File: src/rtl/rst_sequencer.sv
// Staged reset release sequencer: holds all downstream resets while a request is
// active, then releases domains 0..NSTAGE-1 one at a time, each gated by its ack.
module rst_sequencer #(
  parameter int NSTAGE  = 3,
  parameter int HOLD    = 4,
  parameter int TIMEOUT = 15
) (
  input  logic              clk,
  input  logic              irst,
  input  logic              ireq,
  input  logic [NSTAGE-1:0] iack,
  output logic [NSTAGE-1:0] orst,
  output logic              oready,
  output logic              oerr
);

  localparam int HW = (HOLD > 1) ? $clog2(HOLD) : 1;
  localparam int TW = $clog2(TIMEOUT + 1);
  localparam int IW = (NSTAGE > 1) ? $clog2(NSTAGE) : 1;

  localparam logic [HW-1:0] HOLD_LAST = HW'(HOLD - 1);
  localparam logic [TW-1:0] TMO_LAST  = TW'(TIMEOUT);
  localparam logic [IW-1:0] IDX_LAST  = IW'(NSTAGE - 1);

  typedef enum logic [2:0] {
    S_ASSERT,
    S_HOLD,
    S_REL,
    S_WAITACK,
    S_DONE
  } state_t;

  state_t            state_q, state_d;
  logic [HW-1:0]     hold_cnt_q, hold_cnt_d;
  logic [TW-1:0]     timer_q, timer_d;
  logic [IW-1:0]     idx_q, idx_d;
  logic [NSTAGE-1:0] orst_q, orst_d;
  logic              oready_q, oready_d;
  logic              oerr_q, oerr_d;

  // One-hot decode of the current stage; used both to pick the one ack we
  // listen to and to clear exactly one reset bit when leaving REL.
  logic [NSTAGE-1:0] stage_sel;
  logic              ack_sel;

  generate
    for (genvar gi = 0; gi < NSTAGE; gi++) begin : g_sel
      assign stage_sel[gi] = (idx_q == IW'(gi));
    end
  endgenerate

  assign ack_sel = |(iack & stage_sel);

  always_comb begin
    state_d    = state_q;
    hold_cnt_d = hold_cnt_q;
    timer_d    = timer_q;
    idx_d      = idx_q;
    orst_d     = orst_q;
    oready_d   = oready_q;
    oerr_d     = oerr_q;

    if (ireq) begin
      // A request restarts the whole sequence from any state; oerr is kept.
      state_d    = S_ASSERT;
      hold_cnt_d = '0;
      timer_d    = '0;
      idx_d      = '0;
      orst_d     = '1;
      oready_d   = 1'b0;
    end else begin
      unique case (state_q)
        S_ASSERT: begin
          orst_d     = '1;
          oready_d   = 1'b0;
          hold_cnt_d = '0;
          state_d    = S_HOLD;
        end

        S_HOLD: begin
          if (hold_cnt_q == HOLD_LAST) begin
            state_d = S_REL;
          end else begin
            hold_cnt_d = hold_cnt_q + HW'(1);
          end
        end

        S_REL: begin
          orst_d  = orst_q & ~stage_sel;
          timer_d = '0;
          state_d = S_WAITACK;
        end

        S_WAITACK: begin
          if (ack_sel) begin
            if (idx_q == IDX_LAST) begin
              state_d  = S_DONE;
              oready_d = 1'b1;
            end else begin
              idx_d   = idx_q + IW'(1);
              state_d = S_REL;
            end
          end else if (timer_q == TMO_LAST) begin
            // Stage never came alive: flag it, re-assert everything and retry
            // through a full HOLD period.
            oerr_d     = 1'b1;
            orst_d     = '1;
            oready_d   = 1'b0;
            idx_d      = '0;
            timer_d    = '0;
            hold_cnt_d = '0;
            state_d    = S_ASSERT;
          end else begin
            timer_d = timer_q + TW'(1);
          end
        end

        S_DONE: begin
          orst_d   = '0;
          oready_d = 1'b1;
        end

        default: begin
          state_d    = S_ASSERT;
          orst_d     = '1;
          oready_d   = 1'b0;
          idx_d      = '0;
          timer_d    = '0;
          hold_cnt_d = '0;
        end
      endcase
    end
  end

  always_ff @(posedge clk) begin
    if (irst) begin
      state_q    <= S_ASSERT;
      hold_cnt_q <= '0;
      timer_q    <= '0;
      idx_q      <= '0;
      orst_q     <= '1;
      oready_q   <= 1'b0;
      oerr_q     <= 1'b0;
    end else begin
      state_q    <= state_d;
      hold_cnt_q <= hold_cnt_d;
      timer_q    <= timer_d;
      idx_q      <= idx_d;
      orst_q     <= orst_d;
      oready_q   <= oready_d;
      oerr_q     <= oerr_d;
    end
  end

  assign orst   = orst_q;
  assign oready = oready_q;
  assign oerr   = oerr_q;

endmodule

File: config.mk
export PLATFORM = sky130hd
export DESIGN_NAME = rst_sequencer
export DESIGN_NICKNAME = d
export VERILOG_FILES = /design/src/rtl/rst_sequencer.sv
export SDC_FILE = /design/constraint.sdc
export NUM_CORES = 1
export LEC_CHECK = 0
export BUFFER_PORTS_ARGS = -buffer_cell sky130_fd_sc_hd__buf_2
export CAP_MARGIN = 20
export CORE_MARGIN = 1
export CORE_UTILIZATION = 58
export CTS_BUF_LIST = sky130_fd_sc_hd__clkbuf_8
export CTS_CLUSTER_SIZE = 8
export DETAILED_ROUTE_END_ITERATION = 6
export PLACE_DENSITY_LB_ADDON = 0.3
export SLEW_MARGIN = 20
export SYNTH_ARGS = -nofsm -noshare
export SYNTH_HDL_FRONTEND = slang
export SYNTH_SLANG_ARGS = --single-unit
File: constraint.sdc
create_clock -name clk -period 2.6 [get_ports clk]
set_input_delay 0.13 -clock clk [delete_from_list [all_inputs] [get_ports clk]]
set_output_delay 0.13 -clock clk [all_outputs]
set_load 0.05 [all_outputs]
==> results of run 1 <==
-- per-layer routing --
metal | global-route usage | up-vias | routed length (µm)
met4 | 0.123 | 0 | 44
met3 | 0.0391 | 5 | 69
met2 | 0.391 | 21 | 908
met1 | 0.325 | 409 | 871
li1 | - | 437 | -
met5 | 0 | - | 0
-- registers in the layout, summed over array words and instances, names as in the netlist --
| register | flops |
|---|---|
| state_q | 3 |
| orst | 3 |
| timer_q | 4 |
| oerr | 1 |
| oready | 1 |
| hold_cnt_q | 2 |
| idx_q | 2 |
-- worst max-delay path: cells and delay by family (launching register included) --
family                   cells  cell delay [ns]
flip-flops                   1             0.34
AO/OA/AOI/OAI                3             0.73
adder cells (fa/ha/maj)      1             0.28
buffers and inverters        2             0.32
AND/OR/NAND/NOR              1             0.24
-- cells in the final DEF (no fill, tap or decap) --
| cell type | count |
|---|---|
| a211o_1 | 2 |
| a211oi_1 | 2 |
| a21oi_1 | 11 |
| a222oi_1 | 1 |
| a22oi_1 | 1 |
| a31oi_1 | 4 |
| a32oi_1 | 1 |
| and2_1 | 1 |
| and2_2 | 1 |
| and3_1 | 2 |
| and3b_2 | 1 |
| and4_2 | 1 |
| buf_2 | 10 |
| buf_4 | 1 |
| clkbuf_8 | 4 |
| dfxtp_1 | 16 |
| ha_1 | 5 |
| inv_1 | 3 |
| mux2_2 | 1 |
| nand2_1 | 8 |
| nand2b_1 | 2 |
| nand3_1 | 5 |
| nand3_2 | 1 |
| nand3b_1 | 2 |
| nand4_1 | 1 |
| nand4b_1 | 2 |
| nor2_1 | 10 |
| nor2b_1 | 1 |
| nor3_1 | 4 |
| o211ai_1 | 1 |
| o21ai_0 | 10 |
| o21ba_2 | 1 |
| o31ai_1 | 1 |
| o41a_1 | 1 |
| or2_2 | 1 |
| or3_1 | 1 |
| or3b_2 | 1 |
| or4_1 | 1 |
-- stage by stage --
stage                     cell area (µm²)  cells  setup slack [ns]  power [W]
after global routing                 1020    137             0.472   0.000520
after detailed placement              962    133             0.690   0.000289
final                                1020    137             0.635   0.000502
after floorplan                       908    113             0.585   0.000278
after global placement                962    133             0.738   0.000288
after CTS                            1020    137             0.641   0.000504
-- how the worst max path moves through the flow --
stage / start / to / slack [ns]
after floorplan: idx_q[1] / timer_q[3] / 0.58
after global placement: idx_q[0] / oready / 0.74
after detailed placement: idx_q[0] / oready / 0.69
after CTS: idx_q[0] / oready / 0.64
after global routing: idx_q[0] / oready / 0.47
final: idx_q[0] / oready / 0.63
-- report_power, final --
group / internal (W) / total, W / switching, W
clock: 0.000134 / 0.000219 / 0.0000844
sequential: 0.000248 / 0.000252 / 0.00000409
combinational: 0.0000113 / 0.0000316 / 0.0000203
total: 0.000394 / 0.000502 / 0.000109
-- area by class of cell --
class,instances,share of cell area
clock buffers,4,0.0541
well taps,15,0.0185
inverters,3,0.0111
repair buffers,11,0.0566
multi-input cells,88,0.545
flip-flops and latches,16,0.315
-- logic make-up (layout without fill, tap and decap cells) --
| family | count (synthesis) | after routing | share of synthesized area |
|---|---|---|---|
| AOI/OAI and AO/OA | 36 | 36 | 0.248 |
| buffers and inverters | 9 | 18 | 0.0372 |
| DFF | 16 | 16 | 0.353 |
| and+or+nand+nor | 46 | 46 | 0.281 |
| adders and majority gates | 5 | 5 | 0.0689 |
| muxes | 1 | 1 | 0.0124 |
==> impl_metrics.tcl, run 1 <==
set metrics [dict create \
    worstPathCellList "inv_1 > ha_1 > a222oi_1 > buf_4 > and4_2 > a211oi_1 > o41a_1" \
    area_growth_pct 12.0 \
    track_usage 0.247 \
    vias 872 \
    synthArstFlopShare 0 \
    finClkSkew_ns 0.00382 \
    clk_pin_slew_ns 0.06 \
    cts_tree "built" \
    synthTopCellsByCount "16 x dfxtp_1, 11 x a21oi_1, 10 x nor2_1, 10 x o21ai_0, 8 x nand2_1" \
    postCtsHoldBufs 0 \
    yosys_warnings 0 \
    endpoint_kind "flip-flop" \
    htree_levels 1 \
    hp-class "input pin to flip-flop" \
    finalHoldViolCount 0 \
    yosys.area.top_type "dfxtp_1" \
    portBuffers 10 \
    critPathArrivalTime_ns 2.16 \
    diodes 0 \
    drt_pass1_iterations 4 \
    wl_per_cell_um 13.8 \
    seq_area_um2 320 \
    yosys.area.top_type_share 0.353 \
    ir_worst_vdd_v 0.000284 \
    synth-edff-count 0 \
    start_util 0.657 \
    drive_above_1_share 0.189 \
    dieWidth_um 41.6 \
    cellLeakagePower_nw 0.387 \
    max_freq_mhz 509 \
    final_util 0.736 \
    drt_wl_total_mm 1.89 \
    holdPathEnd "oerr" \
    cts_resized 0 \
    reg2reg_slack_ns 0.63 \
    root_buffer "clkbuf_8" \
    synthCells 113 \
    finalSetupTns_ns 0 \
    reg2regPathDepth 7 \
    reg2reg_to "oready" \
    worstPathMaxFanout 9 \
    clk_latency_ns 0.25 \
    antenna_found_initial 0 \
    crit_path_start_kind "flip-flop" \
    slowest_delay_ns 0.40 \
    rows 13 \
    maxSlewViolCount 0 \
    hold_path_depth 2 \
    drc 0 \
    cts.sinks 16 \
    hold_path_startpoint "irst" \
    gp_congestion 0.824 \
    die_h_um 41.6 \
    multi_input_area_um2 554 \
    grt_setup_unrepaired "no" \
    synth_seq_cells 16 \
    slowest_stage "a211oi_1" \
    synth_fp_nets 124 \
    yosysMostFrequentCell "dfxtp_1" \
    cts-buffers-inserted 3 \
    postRouteAntennaNets 0 \
    drt_iter0_drc 27 \
    fin_nets 134 \
    grt_pass1_vias 778 \
    grt-ovfl-total 0 \
    die-area_mm2 0.00173 \
    ys_seq_area_frac 0.353 \
    fin_crit_ns 1.97 \
    fill_cells 102 \
    r2r-start "idx_q[0]" \
    clk_path_buf_depth 2 \
    crit_type "flip-flop to flip-flop" \
    viasPerCell 6.36 \
    pin_count 11 \
    setup_viol 0 \
    synthFlopType "dfxtp_1" \
    maxCapViolCount 0 \
    post_cts_buffers 0 \
    netlist-cell-type-count 36 \
    status "complete, no violations" \
    dpl.hpwl_mm 1.37 \
    hold_ws_ns 0.0565 \
    synthesis.area_um2 908 \
    core_mm2 0.00138 \
    required_ns 2.79 \
    powerDensity_mw_per_mm2 494 \
    max-slew-margin-rel 0.633 \
    netlist_top_cells_area "dfxtp_1 35%, ha_1 6.9%, a21oi_1 6.1%" \
    tightest_slew_ns 0.550 \
    synth.avg_cell_area_um2 8.04 \
    grt_pass1_wl_mm 3.34 \
    grt_max_degree 20 \
    period_share 0.756 \
]
Power figures use the tool's default switching activity.
==> run 2: changes to the inputs <==
--- a/config.mk
+++ b/config.mk
@@ -5,10 +5,11 @@
 export SDC_FILE = /design/constraint.sdc
 export NUM_CORES = 1
 export LEC_CHECK = 0
+export ABC_AREA = 1
 export BUFFER_PORTS_ARGS = -buffer_cell sky130_fd_sc_hd__buf_2
 export CAP_MARGIN = 20
 export CORE_MARGIN = 1
-export CORE_UTILIZATION = 58
+export CORE_UTILIZATION = 59
 export CTS_BUF_LIST = sky130_fd_sc_hd__clkbuf_8
 export CTS_CLUSTER_SIZE = 8
 export DETAILED_ROUTE_END_ITERATION = 6
==> constraint.sdc (replaced) <==
create_clock -name clk -period 1.9 [get_ports clk]
set_input_delay 0.095 -clock clk [delete_from_list [all_inputs] [get_ports clk]]
set_output_delay 0.095 -clock clk [all_outputs]
set_load 0.05 [all_outputs]
==> run 2 against run 1 <==
Non-clock buffer count unchanged; sequential power increased by 39%; final cell count increased by 23%; sequential cell count unchanged; setup slack got worse by 0.38 ns; synthesized area increased by 5.2%; critical path depth increased by 2; die area increased by 3.3%.
==> impl_metrics.tcl, run 2 <==
set metrics [dict create \
    antenna_found_initial 0 \
    synthArstFlopShare 0 \
    synthTopCellsByCount "28 x nand2_1, 26 x nor2_1, 16 x dfxtp_1" \
    cts_tree "built" \
    synth_seq_cells 16 \
    grt_pass1_wl_mm 3.53 \
    diodes 0 \
    final_util 0.723 \
    critPathArrivalTime_ns 1.85 \
    vias 925 \
    drt_pass1_iterations 4 \
    synthFlopType "dfxtp_1" \
    finalHoldViolCount 0 \
    postCtsHoldBufs 0 \
    hold_path_depth 2 \
    start_util 0.635 \
    max_freq_mhz 609 \
    grt_max_degree 10 \
    dpl.hpwl_mm 1.45 \
    portBuffers 10 \
    cts-buffers-inserted 3 \
    netlist_top_cells_area "dfxtp_1 34%, nand2_1 11%, nor2_1 10%" \
    grt_setup_unrepaired "no" \
    fin_crit_ns 1.64 \
    setup_viol 0 \
    max-slew-margin-rel 0.811 \
    endpoint_kind "flip-flop" \
    pin_count 11 \
    tightest_slew_ns 0.283 \
    powerDensity_mw_per_mm2 676 \
    yosys.area.top_type_share 0.335 \
    synthesis.area_um2 956 \
    post_cts_buffers 0 \
    ir_worst_vdd_v 0.000543 \
    period_share 0.864 \
    yosys_warnings 0 \
    reg2regPathDepth 9 \
    synth.avg_cell_area_um2 6.93 \
    gp_congestion 0.782 \
    clk_path_buf_depth 2 \
    clk_pin_slew_ns 0.06 \
    yosysMostFrequentCell "nand2_1" \
    cellLeakagePower_nw 0.526 \
    maxCapViolCount 0 \
    regMostFlops "timer_q" \
    layout.cells.most_common_list "28 x nand2_1, 26 x nor2_1, 16 x dfxtp_1" \
    root_buffer "clkbuf_8" \
    yosys.area.top_type "dfxtp_1" \
    hold_ws_ns 0.00863 \
    crit_type "flip-flop to flip-flop" \
    postRouteAntennaNets 0 \
    cts_resized 0 \
    maxSlewViolCount 0 \
    final_common_cell "nand2_1" \
    synthCells 138 \
    cts.sinks 16 \
    core_mm2 0.00151 \
    htree_levels 1 \
    die_h_um 42.3 \
    dieWidth_um 42.3 \
    finClkSkew_ns 0.00349 \
    ys_seq_area_frac 0.335 \
    die-area_mm2 0.00179 \
    track_usage 0.261 \
    synth-edff-count 0 \
    drt_iter0_drc 17 \
    hp-class "input pin to flip-flop" \
    status "complete, no violations" \
    rows 14 \
    synth_fp_nets 149 \
    area_growth_pct 13.9 \
    crit_path_start_kind "flip-flop" \
    viasPerCell 5.47 \
    required_ns 2.10 \
    grt-ovfl-total 0 \
    worstPathMaxFanout 7 \
    grt_pass1_vias 907 \
    fill_cells 114 \
    largest_reg_flops 4 \
    clk_latency_ns 0.26 \
    fin_nets 165 \
    finalSetupTns_ns 0 \
    netlist-cell-type-count 24 \
    drt_wl_total_mm 2.00 \
    wl_per_cell_um 11.8 \
    drive_above_1_share 0.203 \
    drc 0 \
]
run 2: changes by cell type after synthesis, moves of 4 or more:
cell | before | now
a21oi_1 | 11 | 4
clkbuf_1 | 6 | 0
inv_1 | 3 | 15
nand2_1 | 8 | 28
nand3_1 | 5 | 12
nor2_1 | 10 | 26
nor3_1 | 4 | 0
o21ai_0 | 10 | 1
o21ai_1 | 0 | 6
run 2: layout make-up:
type / count / area (µm²) / share of cell area
Sequential cell: 16 / 320 / 0.294
Inverter: 21 / 78.8 / 0.0724
Timing Repair Buffer: 11 / 57.6 / 0.0529
Multi-Input combinational cell: 101 / 557 / 0.511
Clock buffer: 4 / 55.1 / 0.0506
Tap cell: 16 / 20.0 / 0.0184
run 2: where the power goes:
| group | internal (W) | leakage [nW] | switching, W |
|---|---|---|---|
| registers | 0.000343 | 0.130 | 0.00000689 |
| clock network | 0.000184 | 0.0288 | 0.000119 |
| logic | 0.0000284 | 0.368 | 0.0000554 |
| total | 0.000555 | 0.526 | 0.000181 |
run 2: worst paths after layout:
kind | start | endpoint | slack (ns)
max | idx_q[0] | orst[2] | 0.26
min | irst | oerr | 0.009
max reg2reg | idx_q[0] | orst[2] | 0.26
min reg2reg | orst[0] | orst[0] | 0.46
run 2: logic make-up (layout without fill, tap and decap cells):
kind of cell    count (synthesis)  count (layout)  share of synthesized area
fa+ha+maj                       5               5                     0.0654
simple gates                   81              81                      0.427
compound gates                 14              14                     0.0812
flops                          16              16                      0.335
xor+xnor                        1               1                    0.00916
buf+inv                        21              36                     0.0825
run 2: per-stage QoR:
step,total power (W),area [µm²],setup WS (ns),cells
floorplan,0.000417,956,0.456,138
global placement,0.000437,1030,0.380,165
detailed placement,0.000438,1030,0.279,165
CTS,0.000738,1090,0.245,169
global route,0.000763,1090,0.0553,169
finish,0.000736,1090,0.258,169
run 2: metal layers:
layer	vias to the layer above	GRT usage	wire, µm	part of all wire
li1	471	-	-	-
met2	20	0.428	1030	0.52
met1	426	0.292	843	0.42
met3	8	0.0603	72	0.036
met4	0	0.194	52	0.026
met5	-	0	0	0
run 2: critical path, stage by stage (launching register included):
cell	delay [ns]
dfxtp_1	0.36
inv_1	0.09
ha_1	0.24
nand2_1	0.09
nand3_2	0.18
nand2_4	0.16
nand3_2	0.10
o21ai_1	0.18
clkinv_1	0.12
nand2_1	0.07
